[src/rtl/alu_seq_core_if.sv]
// Bundle between the board pins and alu_seq_core: switch operands,
//   operation select and raw button in; registered ALU result, flags
//   and multiplexed seven-segment drive out. No flow control.
// Ports: Sw/OpSel/Btn0 (to core), Result/Carry/Zero/Ovf/CompOut/Valid/SSD/An (from core).
interface alu_seq_core_if #(
  parameter int WIDTH = 4
);
  localparam int DIGITS = (WIDTH + 3) / 4;

  logic [2*WIDTH-1:0] Sw;
  logic [2:0]         OpSel;
  logic               Btn0;
  logic [WIDTH-1:0]   Result;
  logic               Carry;
  logic               Zero;
  logic               Ovf;
  logic [2:0]         CompOut;
  logic               Valid;
  logic [7:0]         SSD;
  logic [DIGITS-1:0]  An;

  // master = board/bench side, slave = the core
  modport master (
    output Sw, OpSel, Btn0,
    input  Result, Carry, Zero, Ovf, CompOut, Valid, SSD, An
  );

  modport slave (
    input  Sw, OpSel, Btn0,
    output Result, Carry, Zero, Ovf, CompOut, Valid, SSD, An
  );
endinterface

[src/rtl/alu_seq_core.sv]
// Button-triggered registered ALU with comparator and scanned hex display.
// Latency: Btn0 rise -> Valid after 2 sync + DEB_CYCLES debounce + 1 exec clocks.
// Backpressure: none; outputs hold between execs, Valid is a single-cycle pulse.
// Ports: Clk, Rst_n (sync, active-low); bus = Sw/OpSel/Btn0 in,
//   Result/Carry/Zero/Ovf/CompOut/Valid/SSD/An out.
module alu_seq_core #(
  parameter int WIDTH          = 4,
  parameter int DEB_CYCLES     = 250000,
  parameter int REFRESH_CYCLES = 50000
) (
  input  logic          Clk,
  input  logic          Rst_n,
  alu_seq_core_if.slave bus
);
  localparam int DIGITS = (WIDTH + 3) / 4;
  localparam int DCW    = $clog2(DEB_CYCLES);
  localparam int RCW    = $clog2(REFRESH_CYCLES);
  localparam int IDXW   = (DIGITS > 1) ? $clog2(DIGITS) : 1;

  // ---------------- button synchroniser / debounce / edge ----------------
  logic           sync1, sync2;
  logic           deb_lvl, deb_lvl_d;
  logic [DCW-1:0] deb_cnt;
  logic           exec;

  always_ff @(posedge Clk) begin
    if (!Rst_n) begin
      sync1     <= 1'b0;
      sync2     <= 1'b0;
      deb_lvl   <= 1'b0;
      deb_lvl_d <= 1'b0;
      deb_cnt   <= '0;
    end else begin
      sync1     <= bus.Btn0;
      sync2     <= sync1;
      deb_lvl_d <= deb_lvl;
      // Any sample that agrees with the current level restarts the count,
      // so only an uninterrupted run of DEB_CYCLES differing samples flips it.
      if (sync2 != deb_lvl) begin
        if (deb_cnt == DCW'(DEB_CYCLES - 1)) begin
          deb_lvl <= ~deb_lvl;
          deb_cnt <= '0;
        end else begin
          deb_cnt <= deb_cnt + DCW'(1);
        end
      end else begin
        deb_cnt <= '0;
      end
    end
  end

  // Press only; release edge is ignored.
  assign exec = deb_lvl & ~deb_lvl_d;

  // ---------------- combinational ALU ----------------
  logic [WIDTH-1:0] x, y, alu_res;
  logic [WIDTH:0]   sum_ext, dif_ext;
  logic             alu_c, alu_o;

  assign x       = bus.Sw[WIDTH-1:0];
  assign y       = bus.Sw[2*WIDTH-1:WIDTH];
  assign sum_ext = {1'b0, x} + {1'b0, y};
  // Top bit of the extended difference is the unsigned borrow (x < y).
  assign dif_ext = {1'b0, x} - {1'b0, y};

  always_comb begin
    alu_res = '0;
    alu_c   = 1'b0;
    alu_o   = 1'b0;
    case (bus.OpSel)
      3'b000: begin
        alu_res = sum_ext[WIDTH-1:0];
        alu_c   = sum_ext[WIDTH];
        alu_o   = (x[WIDTH-1] == y[WIDTH-1]) && (sum_ext[WIDTH-1] != x[WIDTH-1]);
      end
      3'b001: begin
        alu_res = dif_ext[WIDTH-1:0];
        alu_c   = dif_ext[WIDTH];
        alu_o   = (x[WIDTH-1] != y[WIDTH-1]) && (dif_ext[WIDTH-1] != x[WIDTH-1]);
      end
      3'b010: alu_res = x & y;
      3'b011: alu_res = x | y;
      3'b100: alu_res = x ^ y;
      3'b101: begin
        alu_res = {x[WIDTH-2:0], 1'b0};
        alu_c   = x[WIDTH-1];
      end
      3'b110: begin
        alu_res = {1'b0, x[WIDTH-1:1]};
        alu_c   = x[0];
      end
      default: alu_res = y;
    endcase
  end

  // ---------------- result / flag registers ----------------
  logic [WIDTH-1:0] result_q;
  logic             carry_q, zero_q, ovf_q, valid_q;
  logic [2:0]       comp_q;

  always_ff @(posedge Clk) begin
    if (!Rst_n) begin
      result_q <= '0;
      carry_q  <= 1'b0;
      zero_q   <= 1'b1;
      ovf_q    <= 1'b0;
      comp_q   <= 3'b010;
      valid_q  <= 1'b0;
    end else begin
      valid_q <= exec;
      if (exec) begin
        result_q <= alu_res;
        carry_q  <= alu_c;
        zero_q   <= (alu_res == '0);
        ovf_q    <= alu_o;
        comp_q   <= {x > y, x == y, x < y};
      end
    end
  end

  // ---------------- display scan ----------------
  logic [RCW-1:0]    ref_cnt;
  logic [IDXW-1:0]   dig_idx;
  logic [4*DIGITS-1:0] res_pad;
  logic [3:0]        nib;
  logic [6:0]        seg;
  logic [DIGITS-1:0] an_n;

  always_ff @(posedge Clk) begin
    if (!Rst_n) begin
      ref_cnt <= '0;
      dig_idx <= '0;
    end else if (ref_cnt == RCW'(REFRESH_CYCLES - 1)) begin
      ref_cnt <= '0;
      dig_idx <= (dig_idx == IDXW'(DIGITS - 1)) ? '0 : dig_idx + IDXW'(1);
    end else begin
      ref_cnt <= ref_cnt + RCW'(1);
    end
  end

  // Zero-extend Result to whole nibbles so the top digit is well defined.
  always_comb begin
    res_pad              = '0;
    res_pad[WIDTH-1:0]   = result_q;
    nib                  = 4'h0;
    an_n                 = '1;
    for (int i = 0; i < DIGITS; i++) begin
      if (dig_idx == IDXW'(i)) begin
        nib     = res_pad[4*i +: 4];
        an_n[i] = 1'b0;
      end
    end
  end

  // Active-high {g,f,e,d,c,b,a}; inverted at the output.
  always_comb begin
    seg = 7'h00;
    case (nib)
      4'h0: seg = 7'h3F;
      4'h1: seg = 7'h06;
      4'h2: seg = 7'h5B;
      4'h3: seg = 7'h4F;
      4'h4: seg = 7'h66;
      4'h5: seg = 7'h6D;
      4'h6: seg = 7'h7D;
      4'h7: seg = 7'h07;
      4'h8: seg = 7'h7F;
      4'h9: seg = 7'h6F;
      4'hA: seg = 7'h77;
      4'hB: seg = 7'h7C;
      4'hC: seg = 7'h39;
      4'hD: seg = 7'h5E;
      4'hE: seg = 7'h79;
      default: seg = 7'h71;
    endcase
  end

  assign bus.Result  = result_q;
  assign bus.Carry   = carry_q;
  assign bus.Zero    = zero_q;
  assign bus.Ovf     = ovf_q;
  assign bus.CompOut = comp_q;
  assign bus.Valid   = valid_q;
  // Decimal point marks carry, shown on the least significant digit only.
  assign bus.SSD     = {~((dig_idx == '0) && carry_q), ~seg};
  assign bus.An      = an_n;
endmodule

[src/flat_wrapper.sv]
// flat-port wrapper written by rule: the top's interface ports become plain ports
module alu_seq_core_flat 
#(
  parameter int WIDTH          = 4,
  parameter int DEB_CYCLES     = 250000,
  parameter int REFRESH_CYCLES = 50000
)
  (Clk, Rst_n, bus_Sw, bus_OpSel, bus_Btn0, bus_Result, bus_Carry, bus_Zero, bus_Ovf, bus_CompOut, bus_Valid, bus_SSD, bus_An);
  alu_seq_core_if #(.WIDTH(WIDTH)) bus_i ();
  input  logic Clk;
  input  logic Rst_n;
  input wire logic [$bits(bus_i.Sw)-1:0] bus_Sw;
  input wire logic [$bits(bus_i.OpSel)-1:0] bus_OpSel;
  input wire logic [$bits(bus_i.Btn0)-1:0] bus_Btn0;
  output wire logic [$bits(bus_i.Result)-1:0] bus_Result;
  output wire logic [$bits(bus_i.Carry)-1:0] bus_Carry;
  output wire logic [$bits(bus_i.Zero)-1:0] bus_Zero;
  output wire logic [$bits(bus_i.Ovf)-1:0] bus_Ovf;
  output wire logic [$bits(bus_i.CompOut)-1:0] bus_CompOut;
  output wire logic [$bits(bus_i.Valid)-1:0] bus_Valid;
  output wire logic [$bits(bus_i.SSD)-1:0] bus_SSD;
  output wire logic [$bits(bus_i.An)-1:0] bus_An;
  assign bus_i.Sw = bus_Sw;
  assign bus_i.OpSel = bus_OpSel;
  assign bus_i.Btn0 = bus_Btn0;
  assign bus_Result = bus_i.Result;
  assign bus_Carry = bus_i.Carry;
  assign bus_Zero = bus_i.Zero;
  assign bus_Ovf = bus_i.Ovf;
  assign bus_CompOut = bus_i.CompOut;
  assign bus_Valid = bus_i.Valid;
  assign bus_SSD = bus_i.SSD;
  assign bus_An = bus_i.An;
  alu_seq_core #(.WIDTH(WIDTH), .DEB_CYCLES(DEB_CYCLES), .REFRESH_CYCLES(REFRESH_CYCLES)) u_core (.Clk(Clk), .Rst_n(Rst_n), .bus(bus_i));
endmodule
[config.mk]
export PLATFORM = sky130hd
export DESIGN_NAME = alu_seq_core_flat
export DESIGN_NICKNAME = d
export VERILOG_FILES = /design/src/rtl/alu_seq_core_if.sv /design/src/rtl/alu_seq_core.sv /design/src/flat_wrapper.sv
export SDC_FILE = /design/constraint.sdc
export NUM_CORES = 1
export LEC_CHECK = 0
export BUFFER_PORTS_ARGS = -buffer_cell sky130_fd_sc_hd__buf_4
export CORE_MARGIN = 5
export CORE_UTILIZATION = 52
export DETAILED_ROUTE_END_ITERATION = 10
export PLACE_DENSITY = 0.82
export SETUP_SLACK_MARGIN = 0.5
export SLEW_MARGIN = 15
export SYNTH_ARGS = -nofsm -noshare
export SYNTH_HDL_FRONTEND = slang
export SYNTH_SLANG_ARGS = --single-unit
[constraint.sdc]
create_clock -name Clk -period 1.7 [get_ports Clk]
set_input_delay 0.17 -clock Clk [delete_from_list [all_inputs] [get_ports Clk]]
set_output_delay 0.17 -clock Clk [all_outputs]
set_load 0.02 [all_outputs]
# After elaboration in Yosys (flattened, before gate mapping)
# Memories as Yosys holds them, arrays and structs flattened.
# Index checks and enable logic that the tools add are counted.
# classes
addsub,5
magnitude_cmp,2
n_eq_ne,14
mux,6
n_bitwise,11
reduce_logical,8
# ops
op,count
$pmux 4 s7,1
$add 18x1->18 const B,1
$eq 18x18->1 const B,1
$add 16x1->16 const B,1
$eq 16x16->1 const B,1
$eq 3x3->1 const B,3
$not 7->7,1
$eq 3x2->1 const B,2
$not 1->1,6
$add 4x4->5,1
$sub 4x4->5,1
$and 4x4->4,1
$eq 4x4->1,1
$gt 4x4->1,1
$logic_not 4->1,1
$lt 4x4->1,1
$mux 4,1
$ne 1x1->1,4
$or 4x4->4,1
$pmux 1 s4,1
$xor 4x4->4,1
$eq 3x1->1 const B,1
$logic_and 1x1->1,3
$logic_not 3->1,1
8 further kinds,9
# totals
ff_bits,50
rom_bits,112
inputBits,14
wordCells,60
mem_count,1
# mem_list
name,depth,width,read_ports,rd_ports_with_merged_regs,wr,line_no,text
(name not given),16,7,1,0,0,alu_seq_core.sv:158,case (nib)

# Longest topological paths before layout
# depth
depth_word,4
depth_mapped,9
mapped_depth_nobuf,9

# Worst setup path before layout
# Ideal clock, no wire load.
# synth_path
path_type,input-to-reg
startpoint,input bus_Sw[5]
endpoint,register u_core.zero_q (netlist: u_core.bus.Zero)
setup_time_ns,0.138
t_arrival_ns,1.631
required_time_ns,1.562
slack_ns,-0.069
stages,7
path_buffers,0
cell_sequence,inv_1 -> ha_1 -> nand3_4 -> and3_1 -> or4b_1 -> a31oi_1 -> o311ai_1
# synth_between
elab_chain_cells,3
# synth_lines
item,line_no,text
from (decl),flat_wrapper.sv:12,input wire logic [$bits(bus_i.Sw)-1:0] bus_Sw;
"$sub 4x4->5, or another cell as far along",alu_seq_core.sv:64,"assign dif_ext = {1'b0, x} - {1'b0, y};"
$pmux 4 s7 *,alu_seq_core.sv:70,case (bus.OpSel)
$logic_not 4->1 *,alu_seq_core.sv:114,zero_q <= (alu_res == '0);
to (signal assigned),alu_seq_core.sv:114,
to (decl),alu_seq_core.sv:98,"logic carry_q, zero_q, ovf_q, valid_q;"
# Every way passes the cells marked *; elsewhere a longest branch is shown, timed or not.
# A chain may end at the register's enable or synchronous reset.

# Worst setup path in the final report
# layout_path
startpoint,input bus_Sw[5]
endpoint,register u_core.result_q[3] (netlist: u_core.bus.Result[3])
# layout_between
elab_chain_cells,2
# layout_lines
item,line_no,text
$sub 4x4->5 / $add 4x4->5 (equally long branches),"alu_seq_core.sv:64, alu_seq_core.sv:62",
$pmux 4 s7 *,alu_seq_core.sv:70,
to (signal assigned),alu_seq_core.sv:112,result_q <= alu_res;
to (decl),alu_seq_core.sv:97,logic [WIDTH-1:0] result_q;
# Marked as above.

==> impl_results.md <==
* Post-synthesis sequential area ratio at 29.0%
* Max H-tree Level at 2
* Cells after Synth at approximately 280
* Int Pwr at approximately 1.2 mW
* Hold slack at 0.118 ns
* Clock Pin Slew Worst Setup and Hold Paths at 0.08 ns
* Vias in the first global route at 2525
* Hold Path Depth at 2
* Synthesized flop and latch total at 33
* Root Buffer: clkbuf_8
* Aggregate routed wire length at approximately 10 mm
* Max transition margin at 66.6%
* Crit Path Category: primary input to register
* Maxcap violations at 0
* Initial DRC count at 327
* Mapped Area at between 2000 and 2500 µm²
* Top cell type's share of synthesized area at 29.0%
* Layout Utilization at 85.9%
* CTS tree: yes
* Detailed-router iteration count before antenna repair at 5
* Leakage at 1.49 nW
* RSZ-0062 raised after global routing: true
* Worst Setup Slack, final at -0.169 ns
* Core area at 4290 µm²
* First-pass GRT wire length at 11.9 mm
* Critical Path Source Type: primary input
* Combinational share of power at 23.7%
* Via count at 2699
* Clock power share at 33.6%
* Synth area leader: dfxtp_1
* Sequential share of power at 42.7%
* VDD IR max at approximately 0.31 mV
* Initial core utilization at 53.1%
* Tightest Hold Check Type: primary input to register
* Placed wire-length estimate at 4.02 mm
* Max Fanout on Critical Path at 4
* IO buf count at 32
* Tot GR Track Use at 24.4%
* Global route overflow at 0
* Skew final at 0.0149 ns
* Hold Vio Cnt, Final at 0
* Number of vias per cell at 6.50
* Routed Antenna Nets at 0
* Mean post-synth cell area at 8.06 µm²
* Area grow syn2layout at 61.7%
* Sw power at 562 µW
* Synth cell types at just over 50
* Crit path arrival time at just over 2 ns
* CP Capture Type: register
* Crit path required time at between 1.5 and 2 ns
* Ys async rst share at 0%
* Period minus WS final at 1.87 ns
* Status: finished, violations left
* DR DRC count at 0
* Net Sw Frac at 31.3%
* Commonest register cell after synthesis: dfxtp_1
* Slew Limit Fails at 0
* Yosys warnings at 0
* Share of cells above drive strength 1 at a little under three fifths
* Final period util at 110%
* Skew-Pair Late Insertion Delay at about 0.30 ns
* Pwr Total at 1.80 mW
* Die Y at 76.2 µm
* Final #Nets at 397
* Count leader, synth: dfxtp_1
* Post-synth EDFFs at 0
* Pwr Density at 487 nW/µm²
* Number of CTS-inserted buffers at 5
* FF-to-FF path depth at 6
* Failing checks: setup timing
* Die area at 5810 µm²
* I/O pins at 34
* DP Area at 2910 µm²
* Placer Congestion at 0.924
* # rows at 24
* Largest net degree at the start of global routing at 26
* CTS max path bufs at 2
* Top cells by instance count after synthesis: dfxtp_1, nor2_1, inv_1
* # clock sinks at 33
* Post-route cell area at 3690 µm²
* Max Clock Freq at approximately 540 MHz
* Routed len/inst at 23.6 µm
* Worst-margin pin slew at roughly 0.5 ns
* Ant. Diodes at 0
* Post-Syn Nets at around 320
* Synth top area cells: dfxtp_1, ha_1, nor2_1
* Initial antenna violation count at 0
* CTS Hold Bufs at 0
* Final Setup Violations at 4
* Pre-CTS WS at -0.194 ns
* Chip width at 76.2 µm
==> metal layers <==
metal	up-vias	GRT usage [%]	part of all wire [%]
li1	1138	-	-
met1	1275	25.5	35
met2	212	44.5	49
met3	74	5.08	8.6
met4	0	13.5	6.9
met5	-	0	0
==> cells by family after synthesis <==
family,after synthesis,synth area share [%]
simple gates,109,25.6
xor+xnor,18,6.91
mux,5,2.25
flops,33,29.0
other cells,1,0.164
compound gates,61,17.1
buf+inv,35,6.86
fa+ha+maj,21,12.2
==> cell usage in the layout (no fill, tap or decap), types with 10 or more instances in the layout <==
cell,n
nand2_1,16
ha_4,11
nor2_1,17
dfxtp_1,16
inv_1,12
dfxtp_2,10
buf_4,65
buf_6,16
nor2_2,11
o21ai_0,10
==> critical path, stage by stage <==
cell        delay (ns)
buf_8             0.09
clkinvlp_4        0.16
buf_6             0.16
ha_1              0.20
o21bai_4          0.20
a211oi_2          0.35
o211ai_1          0.26
a31oi_4           0.29
o2bb2ai_1         0.18
==> final cells by class <==
type,count,area [µm²]
well taps,52,65.1
flip-flops and latches,33,699
clock inverters,3,16.3
inverters,22,114
clock buffers,5,68.8
multi-input cells,218,2040
fillers,186,606
repair buffers,82,683
==> registers in the layout (all words and copies together) (netlist names) <==
name / cells
u_core.sync1: 1
u_core.bus.Carry: 1
u_core.bus.Zero: 1
u_core.deb_cnt: 18
u_core.deb_lvl: 1
u_core.bus.CompOut: 3
u_core.bus.Ovf: 1
u_core.deb_lvl_d: 1
u_core.sync2: 1
u_core.bus.Result: 4
u_core.bus.Valid: 1
==> power by group through the flow <==
stage	Combinational (mW)	Sequential (mW)	Clock, mW
4_1_cts	0.356	0.770	0.571
6_report	0.425	0.767	0.604
2_1_floorplan	0.189	0.792	0
5_1_grt	0.448	0.767	0.643
3_3_place_gp	0.293	0.792	0
3_5_place_dp	0.299	0.792	0
==> worst paths after layout <==
path / slack, ns / startpoint / to
setup / recovery: -0.17 / bus_Sw[5] / u_core.bus.Result[3]
hold / removal: 0.12 / bus_Btn0 / u_core.sync1
setup reg to reg: 0.08 / u_core.deb_cnt[9] / u_core.deb_cnt[16]
hold reg to reg: 0.50 / u_core.sync1 / u_core.sync2
==> stage by stage <==
step	setup TNS (ns)	cells
2_1_floorplan	0	283
3_3_place_gp	-0.418	376
3_5_place_dp	-0.682	376
4_1_cts	0	406
5_1_grt	-0.487	415
6_report	-0.365	415
==> timing repair <==
| action | 4_1_cts | 5_1_grt |
|---|---|---|
| setup buffers | 19 | 9 |
| pin swaps | 34 | 25 |
| endpoints found under the setup margin | 35 | 37 |
| cloned | 3 | 0 |
| gates resized for setup | 63 | 48 |
Power figures use the tool's default switching activity.
